==> src/rtl/riscv_pkg.sv <==
// Shared types and constants for the riscv_core load/store unit.
// Holds the access-size, error-code and LSU state encodings, plus a
// helper that decides whether an access is misaligned for its size.
package riscv_pkg;

    localparam int LSU_BE_WIDTH = 4;
    localparam int LSU_WORD     = 32;

    typedef enum logic [1:0] {
        LSU_SIZE_B   = 2'b00,
        LSU_SIZE_H   = 2'b01,
        LSU_SIZE_W   = 2'b10,
        LSU_SIZE_ILL = 2'b11
    } lsu_size_t;

    typedef enum logic [1:0] {
        LSU_ERR_NONE     = 2'b00,
        LSU_ERR_MISALIGN = 2'b01,
        LSU_ERR_SIZE     = 2'b10,
        LSU_ERR_TIMEOUT  = 2'b11
    } lsu_err_t;

    typedef enum logic [1:0] {
        LSU_IDLE = 2'b00,
        LSU_REQ  = 2'b01,
        LSU_WAIT = 2'b10,
        LSU_ERR  = 2'b11
    } lsu_state_t;

    // Halfwords must sit on even addresses, words on multiples of four.
    function automatic logic is_misaligned(input lsu_size_t size, input logic [1:0] addr_lo);
        logic mis;
        case (size)
            LSU_SIZE_H: mis = addr_lo[0];
            LSU_SIZE_W: mis = (addr_lo != 2'b00);
            default:    mis = 1'b0;
        endcase
        return mis;
    endfunction

endpackage

==> src/rtl/riscv_lsu_align.sv <==
// Combinational lane steering for the LSU.
// Ports: addr_lo_i (byte offset in word), size_i (lsu_size_t), unsigned_i,
//        wdata_i (low-aligned store data), rdata_i (raw memory word) in;
//        be_o (byte enables), wdata_o (replicated store data),
//        rdata_o (shifted and sign/zero-extended load data) out.
module riscv_lsu_align
    import riscv_pkg::*;
(
    input  logic [1:0]              addr_lo_i,
    input  logic [1:0]              size_i,
    input  logic                    unsigned_i,
    input  logic [LSU_WORD-1:0]     wdata_i,
    input  logic [LSU_WORD-1:0]     rdata_i,
    output logic [LSU_BE_WIDTH-1:0] be_o,
    output logic [LSU_WORD-1:0]     wdata_o,
    output logic [LSU_WORD-1:0]     rdata_o
);

    logic [LSU_WORD-1:0] shifted_s;

    // Byte enables, store replication and load extension per access size.
    always_comb begin
        shifted_s = rdata_i >> {addr_lo_i, 3'b000};
        be_o      = 4'b0000;
        wdata_o   = 32'h0000_0000;
        rdata_o   = 32'h0000_0000;
        case (lsu_size_t'(size_i))
            LSU_SIZE_B: begin
                be_o    = 4'b0001 << addr_lo_i;
                wdata_o = {4{wdata_i[7:0]}};
                rdata_o = unsigned_i ? {24'h00_0000, shifted_s[7:0]}
                                     : {{24{shifted_s[7]}}, shifted_s[7:0]};
            end
            LSU_SIZE_H: begin
                be_o    = 4'b0011 << addr_lo_i;
                wdata_o = {2{wdata_i[15:0]}};
                rdata_o = unsigned_i ? {16'h0000, shifted_s[15:0]}
                                     : {{16{shifted_s[15]}}, shifted_s[15:0]};
            end
            LSU_SIZE_W: begin
                be_o    = 4'b1111;
                wdata_o = wdata_i;
                rdata_o = shifted_s;
            end
            default: begin
                be_o    = 4'b0000;
                wdata_o = 32'h0000_0000;
                rdata_o = 32'h0000_0000;
            end
        endcase
    end

endmodule

==> src/rtl/riscv_lsu.sv <==
// Load/store unit: accepts one access from the core, runs a single
// outstanding req/gnt/rvalid transaction on the data-memory port and
// returns a registered one-cycle response.
// Ports: clk_i/rst_i (sync active-high); req_* core request side with
// req_ready_o; resp_* registered response (valid pulse, data, error code);
// mem_* data-memory port (req held until gnt, then wait for rvalid).
module riscv_lsu
    import riscv_pkg::*;
#(
    parameter int WORD_SIZE      = 32,
    parameter int TIMEOUT_CYCLES = 255
) (
    input  logic                 clk_i,
    input  logic                 rst_i,
    input  logic                 req_valid_i,
    output logic                 req_ready_o,
    input  logic                 req_we_i,
    input  logic [1:0]           req_size_i,
    input  logic                 req_unsigned_i,
    input  logic [WORD_SIZE-1:0] req_addr_i,
    input  logic [WORD_SIZE-1:0] req_wdata_i,
    output logic                 resp_valid_o,
    output logic [WORD_SIZE-1:0] resp_rdata_o,
    output logic [1:0]           resp_err_o,
    output logic                 mem_req_o,
    input  logic                 mem_gnt_i,
    output logic [WORD_SIZE-1:0] mem_addr_o,
    output logic                 mem_we_o,
    output logic [3:0]           mem_be_o,
    output logic [WORD_SIZE-1:0] mem_wdata_o,
    input  logic                 mem_rvalid_i,
    input  logic [WORD_SIZE-1:0] mem_rdata_i
);

    localparam int CNT_W = $clog2(TIMEOUT_CYCLES + 1);

    lsu_state_t           state_q, state_d;
    logic [WORD_SIZE-1:0] addr_q, addr_d;
    logic [WORD_SIZE-1:0] wdata_q, wdata_d;
    logic [1:0]           size_q, size_d;
    logic                 we_q, we_d;
    logic                 uns_q, uns_d;
    logic [CNT_W-1:0]     cnt_q, cnt_d;
    logic                 resp_valid_q, resp_valid_d;
    logic [WORD_SIZE-1:0] resp_rdata_q, resp_rdata_d;
    lsu_err_t             resp_err_q, resp_err_d;

    logic [3:0]           be_s;
    logic [WORD_SIZE-1:0] wrep_s;
    logic [WORD_SIZE-1:0] rext_s;
    logic                 in_req_s;

    riscv_lsu_align u_align (
        .addr_lo_i  (addr_q[1:0]),
        .size_i     (size_q),
        .unsigned_i (uns_q),
        .wdata_i    (wdata_q),
        .rdata_i    (mem_rdata_i),
        .be_o       (be_s),
        .wdata_o    (wrep_s),
        .rdata_o    (rext_s)
    );

    // Next-state, request latching, timeout counting and response generation.
    always_comb begin
        state_d      = state_q;
        addr_d       = addr_q;
        wdata_d      = wdata_q;
        size_d       = size_q;
        we_d         = we_q;
        uns_d        = uns_q;
        cnt_d        = cnt_q;
        resp_valid_d = 1'b0;
        resp_rdata_d = 32'h0000_0000;
        resp_err_d   = LSU_ERR_NONE;
        case (state_q)
            LSU_IDLE: begin
                if (req_valid_i) begin
                    addr_d  = req_addr_i;
                    wdata_d = req_wdata_i;
                    size_d  = req_size_i;
                    we_d    = req_we_i;
                    uns_d   = req_unsigned_i;
                    cnt_d   = '0;
                    // Error responses are raised straight away so the pulse
                    // coincides with the single ERR cycle.
                    if (lsu_size_t'(req_size_i) == LSU_SIZE_ILL) begin
                        state_d      = LSU_ERR;
                        resp_valid_d = 1'b1;
                        resp_err_d   = LSU_ERR_SIZE;
                    end else if (is_misaligned(lsu_size_t'(req_size_i), req_addr_i[1:0])) begin
                        state_d      = LSU_ERR;
                        resp_valid_d = 1'b1;
                        resp_err_d   = LSU_ERR_MISALIGN;
                    end else begin
                        state_d = LSU_REQ;
                    end
                end else begin
                    state_d = LSU_IDLE;
                end
            end
            LSU_ERR: begin
                state_d = LSU_IDLE;
            end
            LSU_REQ: begin
                if (mem_gnt_i && mem_rvalid_i) begin
                    state_d      = LSU_IDLE;
                    resp_valid_d = 1'b1;
                    resp_rdata_d = we_q ? 32'h0000_0000 : rext_s;
                end else if (mem_gnt_i) begin
                    state_d = LSU_WAIT;
                    cnt_d   = '0;
                end else begin
                    state_d = LSU_REQ;
                end
            end
            LSU_WAIT: begin
                if (mem_rvalid_i) begin
                    state_d      = LSU_IDLE;
                    resp_valid_d = 1'b1;
                    resp_rdata_d = we_q ? 32'h0000_0000 : rext_s;
                    cnt_d        = '0;
                end else if (cnt_q == CNT_W'(TIMEOUT_CYCLES - 1)) begin
                    // This is the TIMEOUT_CYCLES-th WAIT cycle without rvalid.
                    state_d      = LSU_IDLE;
                    resp_valid_d = 1'b1;
                    resp_err_d   = LSU_ERR_TIMEOUT;
                    cnt_d        = '0;
                end else begin
                    cnt_d = cnt_q + CNT_W'(1);
                end
            end
            default: begin
                state_d = LSU_IDLE;
            end
        endcase
    end

    // State and data registers with synchronous reset.
    always_ff @(posedge clk_i) begin
        if (rst_i) begin
            state_q      <= LSU_IDLE;
            addr_q       <= '0;
            wdata_q      <= '0;
            size_q       <= 2'b00;
            we_q         <= 1'b0;
            uns_q        <= 1'b0;
            cnt_q        <= '0;
            resp_valid_q <= 1'b0;
            resp_rdata_q <= '0;
            resp_err_q   <= LSU_ERR_NONE;
        end else begin
            state_q      <= state_d;
            addr_q       <= addr_d;
            wdata_q      <= wdata_d;
            size_q       <= size_d;
            we_q         <= we_d;
            uns_q        <= uns_d;
            cnt_q        <= cnt_d;
            resp_valid_q <= resp_valid_d;
            resp_rdata_q <= resp_rdata_d;
            resp_err_q   <= resp_err_d;
        end
    end

    // Memory-side controls only carry data while a request is on the bus.
    assign in_req_s     = (state_q == LSU_REQ);
    assign req_ready_o  = (state_q == LSU_IDLE);
    assign mem_req_o    = in_req_s;
    assign mem_addr_o   = {addr_q[WORD_SIZE-1:2], 2'b00};
    assign mem_we_o     = in_req_s & we_q;
    assign mem_be_o     = in_req_s ? be_s : 4'b0000;
    assign mem_wdata_o  = in_req_s ? wrep_s : 32'h0000_0000;
    assign resp_valid_o = resp_valid_q;
    assign resp_rdata_o = resp_rdata_q;
    assign resp_err_o   = resp_err_q;

endmodule

==> config.mk <==
export PLATFORM = sky130hd
export DESIGN_NAME = riscv_lsu
export DESIGN_NICKNAME = d
export VERILOG_FILES = /design/src/rtl/riscv_pkg.sv /design/src/rtl/riscv_lsu_align.sv /design/src/rtl/riscv_lsu.sv
export SDC_FILE = /design/constraint.sdc
export NUM_CORES = 1
export LEC_CHECK = 0
export ABC_AREA = 0
export CAP_MARGIN = 20
export CORE_ASPECT_RATIO = 0.5
export CORE_MARGIN = 2
export CORE_UTILIZATION = 25
export DETAILED_ROUTE_END_ITERATION = 12
export PLACE_DENSITY = 0.49
export SYNTH_ARGS = -nofsm -noshare
export SYNTH_HDL_FRONTEND = slang
export SYNTH_HIERARCHICAL = 1
export SYNTH_SLANG_ARGS = --single-unit
export TNS_END_PERCENT = 50
==> constraint.sdc <==
create_clock -name clk_i -period 2.1 [get_ports clk_i]
set_input_delay 0.21 -clock clk_i [delete_from_list [all_inputs] [get_ports clk_i]]
set_output_delay 0.21 -clock clk_i [all_outputs]
set_load 0.02 [all_outputs]
# Word level (Yosys, flattened, before mapping)
# Cells that the tools add are included.
[classes] n_addsub=1 n_eq_ne=13 shift=3 muxes=42 bitwise_logic=1 reduce_logical=7
[ops] cell="$mux 32" n=6
[ops] cell="$pmux 32 s3" n=2
[ops] cell="$pmux 32 s2" n=1
[ops] cell="$mux 8" n=5
[ops] cell="$shr 32x5->32" n=1
[ops] cell="$pmux 8 s3" n=1
[ops] cell="$mux 2" n=11
[ops] cell="$pmux 4 s3" n=1
[ops] cell="$eq 2x2->1 const B" n=5
[ops] cell="$mux 1" n=10
[ops] cell="$add 8x1->8 const B" n=1
[ops] cell="$eq 8x8->1 const B" n=1
[ops] cell="$pmux 2 s4" n=1
[ops] cell="$eq 2x1->1 const B" n=3
[ops] cell="$ne 2x2->1 const B" n=3
[ops] cell="$logic_not 2->1" n=2
[ops] cell="$mux 4" n=1
[ops] cell="$pmux 2 s2" n=1
[ops] cell="$reduce_and 4->1" n=1
[ops] cell="$shl 1x2->4 const A" n=1
[ops] cell="$shl 2x2->4 const A" n=1
[ops] cell="$ne 3x3->1 const B" n=1
[ops] cell="$pmux 1 s3" n=1
[ops] cell="$reduce_bool 3->1" n=1
[ops] cell="5 further kinds" n=5
[word_totals] reg_bits=113 in_bits=105 out_inout_bits=106 elab_cells=77

# Logic depth before layout (Yosys ltp)
[depth] ltp_word=9 ltp_mapped=7 mapped_depth_nobuf=6

# By module
# Netlist, hierarchy kept.
[by_module_without_submodules] mod="riscv_lsu" instances=1 cells_each=527 area_per_inst_um2=4408.0
[by_module_without_submodules] mod="riscv_lsu_align" instances=1 cells_each=190 area_per_inst_um2=1238.7

# Least setup slack after synthesis
# OpenSTA, ideal clock, no wires.
[synth_path] path_type="register to register" start="reg state_q[0]" end="reg cnt_q[5]" arrival_time_ns=1.779 path_slack_ns=0.251 path_stages_with_launch=7 n_path_buf=0 period_less_slack_ns=1.849 path_cell_list="dfxtp_1 > inv_1 > ha_1 > nor2b_4 > a211o_1 > or4_1 > a21oi_1"
[synth_via] elab_chain_len=3 elab_cells_between_ends=9 classes_between="eq/ne (5); mux (1); reduce/logical (3)"
[synth_lines] element="start: declaration" line_no="riscv_lsu.sv:37" source="lsu_state_t state_q, state_d;"
[synth_lines] element="start signal: assignment" line_no="riscv_lsu.sv:153" source="state_q <= state_d;"
[synth_lines] element="$logic_not 2->1 *"
[synth_lines] element="via req_ready_o" line_no="riscv_lsu.sv:16" source="output logic req_ready_o,"
[synth_lines] element="$ne 2x2->1 (no source line) / $reduce_bool 3->1 (equally long branches)"
[synth_lines] element="$reduce_and 4->1 (no source line)"
[synth_lines] element="end signal: assignment" line_no="riscv_lsu.sv:159" source="cnt_q <= cnt_d;"
[synth_lines] element="end: declaration" line_no="riscv_lsu.sv:43" source="logic [CNT_W-1:0] cnt_q, cnt_d;"
# Mark *: on every way through the listed nets, which the timed path passes. The rest lies on a longest branch.
# A chain may end at the register's enable or synchronous reset.

# Worst setup path after layout
[layout_path] start="reg size_q[0]" end="out mem_wdata_o[13]"
[layout_via] elab_chain_len=3 elab_cells_between_ends=5 classes_between="eq/ne (2); mux (2); reduce/logical (1)"
[layout_lines] element="start: declaration" line_no="riscv_lsu.sv:40" source="logic [1:0] size_q, size_d;"
[layout_lines] element="start signal: assignment" line_no="riscv_lsu.sv:156" source="size_q <= size_d;"
[layout_lines] element="$eq 2x2->1, or another cell as far along" line_no="riscv_lsu_align.sv:27" source="case (lsu_size_t'(size_i))"
[layout_lines] element="$pmux 32 s3 *" line_no="riscv_lsu_align.sv:27"
[layout_lines] element="via wrep_s[13]" line_no="riscv_lsu.sv:49" source="logic [WORD_SIZE-1:0] wrep_s;"
[layout_lines] element="$mux 32 *" line_no="riscv_lsu.sv:173" source="assign mem_wdata_o = in_req_s ? wrep_s : 32'h0000_0000;"
[layout_lines] element="end: declaration" line_no="riscv_lsu.sv:30" source="output logic [WORD_SIZE-1:0] mem_wdata_o,"
# Marks and branches as above.

==> run summary <==
The synthesized design contains 0 enable-type register cells. The class of the most critical setup path is register to primary output. For this design, the sink count on the clock tree is about 110. The via count of the first global-routing pass came out at 5034. The part of the total power dissipated in sequential elements came out at 35.3%. The root buffer cell chosen for the clock tree is sky130_fd_sc_hd__clkbuf_16. The initial utilization of the core area, before any placement, comes to 25.8%. The post-layout minimum cycle time came out at 2.00 ns.

The worst pin sits at a relative slew slack of 61.1%. The sum of overflow across all layers after global routing came out at 0. Summed over all cells, the static leakage comes to 0.00339 uW. The yosys synthesis warning count is 6. The first-pass GRT wire length is 27700 microns. Excluding fillers, the count of instances in the completed layout stands at 1200. The count of input and output buffers is 208. The top fanout value on the critical path is 9. The worst setup path is captured at a primary output. The wire-length estimate of the detail-placed layout is 13400 microns. The worst slack at placement came out at 0.0688 ns. In this run the critical register-to-register path is launched from state_q[1].

The area of the mapped netlist came out at 5650 sq um. At the worst endpoint, the arrival time is about 1.8 ns. By area the synthesized netlist is led by sky130_fd_sc_hd__dfxtp_1 40%, sky130_fd_sc_hd__nand2_1 11%, sky130_fd_sc_hd__and2_1 8.0%, sky130_fd_sc_hd__a21oi_1 7.2%, sky130_fd_sc_hd__buf_4 4.7%. The number of pins with negative max-slew slack in the final report came to 0.

The terminus of the critical flop-to-flop path is cnt_q[7]. In the synthesized netlist the dominant register cell turns out to be sky130_fd_sc_hd__dfxtp_1. The combinational fraction of design power is 18.8%. The worst IR drop on VDD came out at between 0.5 and 0.6 mV. The floorplan die area came out at 23900 sq um. The data required time at the worst endpoint is around 1.9 ns. The switching power of the nets is between 1500 and 2000 uW. The clock network fraction of design power is 45.9%. The cell count after synthesis is 717. TritonCTS built the clock tree. The post-CTS clock slew at the launch and capture registers of the worst setup and hold paths came out at 0.06 ns. After detailed routing, the number of remaining DRC violations is 0. The run finished with clean final reports. The number of DRC markers in iteration 0 came out at 198. Counting flops and latches in the post-synthesis netlist gives about 110. Using the TritonRoute via totals, the vias-per-cell ratio works out to about 4.4.

After floorplanning, the core was sized to cover 21900 sq um. In the global route stage, overall resource usage came out at 15.3%. The number of fillers in the final layout came out at 2271. The repair_antennas step left the layout with diodes totalling 0. In the layout the commonest cells are 169 x sky130_fd_sc_hd__clkdlybuf4s50_1, 168 x sky130_fd_sc_hd__nand2_1, 110 x sky130_fd_sc_hd__dfxtp_1. The pin count of the biggest net entering global routing is 38. The launching instance or port of the critical path is size_q[0]. The total routed wirelength is 18200 microns. Setup repair after global routing could not meet its margin everywhere. Leaving out fill and tap cells, the most frequent cell in the layout is sky130_fd_sc_hd__clkdlybuf4s50_1. The worst setup skew after layout is 0.0135 ns.

The number of hold buffers added after CTS is 0. The tool flagged a number of max-cap violations equal to 0. The horizontal extent of the die came out at 217 microns.

The worst setup path is launched from a register. The reg2reg setup slack came out at 0.16 ns. The average cell area after synthesis came out at 7.88 sq um. The final weighted congestion in routability-driven placement is 0.785. Before antenna repair, the detailed router went through 4 iterations. The number of buffers created by CTS came out at 17. The detailed router placed 5285 vias in this run.

The type of the most critical hold path is primary input to register. The worst path uses a little over nine tenths of the clock period. The CTS H-tree depth is 4. The count of nets left with antenna violations after detail routing is 0. Timing would allow up to 0.501 GHz. The floorplan row count came out at 38. Once routing completed, OpenROAD measured the worst setup slack at 0.105 ns.

The number of cell instances on the worst register-to-register path is 6. The transition time of the tightest slew-check pin is around 0.58 ns. At the later pin of the worst-skew pair, clock insertion delay measures 0.42 ns. The I/O pin count is ~210. Setup violations remaining at the end of the flow were counted as 0. The number of unique standard cell types used by synthesis came out at 51. The number of buffers on the longest clock path came out at 2. The part of the Yosys area used for sequential elements came out at 40.1%.

The top cell type by area accounts for 40.1% of the synthesized area. Power spread over the standard cell area amounts to 778 nW/um^2. The internal power is 4860 uW. Compared with the post-synthesis result, the final layout area differs by 50.7%. The proportion of register bits with asynchronous set or reset after synthesis came out at 0%.

The post-layout net count came out at 1002. Net switching is 26.6% of the power. From bottom edge to top edge, the die measures 110 microns. After detailed placement, the design holds a cell count of 1168. The share of final-layout standard cells stronger than drive strength 1 came out at 10.7%. The critical path ends at mem_wdata_o[13].

The count of endpoints failing hold in the final timing report came to 0. The leading area contributor after synthesis is sky130_fd_sc_hd__dfxtp_1. The detail-routed net length per standard cell is between 15 and 20 microns. The number of antenna violations at the first check in global routing came out at 0.
## stage by stage
step	util (%)	hold slack, ns	total power, uW	setup TNS (ns)	area [sq um]
after global routing	38.8	0.235	6950	-0.0373	8510
after detailed placement	36.0	0.447	3640	0	7900
final	38.8	0.229	6620	0	8510
after CTS	38.8	0.219	6730	0	8510
after floorplan	-	0.346	3110	0	5650
after global placement	36.0	0.441	3630	0	7900
## power by group through the flow
stage	combinational [uW]	sequential, uW	clock (uW)
floorplan	749	2360	0
global placement	1250	2380	0
detailed placement	1260	2380	0
CTS	1260	2340	3140
global route	1370	2350	3240
finish	1240	2340	3040
## synthesized netlist by cell type (4+ instances only)
library cell                 n
sky130_fd_sc_hd__or3_1       6
sky130_fd_sc_hd__nor2b_1    10
sky130_fd_sc_hd__dfxtp_1   113
sky130_fd_sc_hd__buf_2      11
sky130_fd_sc_hd__nand2b_1    4
sky130_fd_sc_hd__buf_4      35
sky130_fd_sc_hd__clkbuf_1   26
sky130_fd_sc_hd__a21oi_1    81
sky130_fd_sc_hd__a21o_1     17
sky130_fd_sc_hd__o21ai_0    24
sky130_fd_sc_hd__and2_1     72
sky130_fd_sc_hd__nor2_1     29
sky130_fd_sc_hd__a211oi_1   18
sky130_fd_sc_hd__nand2_1   169
sky130_fd_sc_hd__ha_1        9
sky130_fd_sc_hd__mux2i_1    19
sky130_fd_sc_hd__nand3_1     4
sky130_fd_sc_hd__inv_1      15
sky130_fd_sc_hd__buf_1       6
sky130_fd_sc_hd__mux2_2      5
## worst min path at each step
stage | start | endpoint | slack (ns) | cells after the start
6_report | rst_i | addr_q[0] | 0.23 | 2
5_1_grt | rst_i | wdata_q[8] | 0.23 | 2
4_1_cts | rst_i | addr_q[0] | 0.22 | 2
3_5_place_dp | addr_q[17] | addr_q[17] | 0.45 | 2
3_3_place_gp | addr_q[11] | addr_q[11] | 0.44 | 2
2_1_floorplan | req_addr_i[10] | addr_q[10] | 0.35 | 2
## area by class of cell
| cell class | count | area, sq um | share of cell area, % |
|---|---|---|---|
| flip-flops and latches | 113 | 2270 | 26.7 |
| clock buffers | 20 | 447 | 5.25 |
| clock inverters | 11 | 163 | 1.91 |
| multi-input cells | 509 | 2890 | 34.0 |
| well taps | 300 | 375 | 4.41 |
| inverters | 15 | 56.3 | 0.662 |
| repair buffers | 232 | 2310 | 27.1 |
## kinds of logic after synthesis
kind of cell               synth area share [%]
DFF                                        40.1
and+or+nand+nor                            26.1
buffers and inverters                      9.24
muxes                                      4.56
other                                    0.0664
adders and majority gates                  1.99
AOI/OAI and AO/OA                          17.6
xor gates and xnor gates                  0.310
## what timing repair did
item	in CTS	in global routing
buffers inserted	0	1
setup endpoints to repair	37	29
resized for setup	69	25
## metal layers
layer  track usage [%]  wire length, microns
met5                 0                     0
met4              4.79                   278
met3              4.25                   720
met2              25.5                  8590
met1              19.4                  8640
## worst max-delay path: stages, from the launching register on
cell	delay [ns]
sky130_fd_sc_hd__dfxtp_4	0.38
sky130_fd_sc_hd__buf_12	0.14
sky130_fd_sc_hd__mux2i_1	0.18
sky130_fd_sc_hd__nor2_1	0.07
sky130_fd_sc_hd__a21o_1	0.15
sky130_fd_sc_hd__and2_1	0.14
sky130_fd_sc_hd__dlygate4sd2_1	0.31
## sequential cells by signal (all words and copies together) (netlist names)
signal        count
addr_q           32
resp_rdata_o     32
wdata_q          32
cnt_q             8
resp_err_o        2
size_q            2
state_q           2
resp_valid_o      1
uns_q             1
we_q              1
Note: power is estimated with default switching activity, not from simulation.
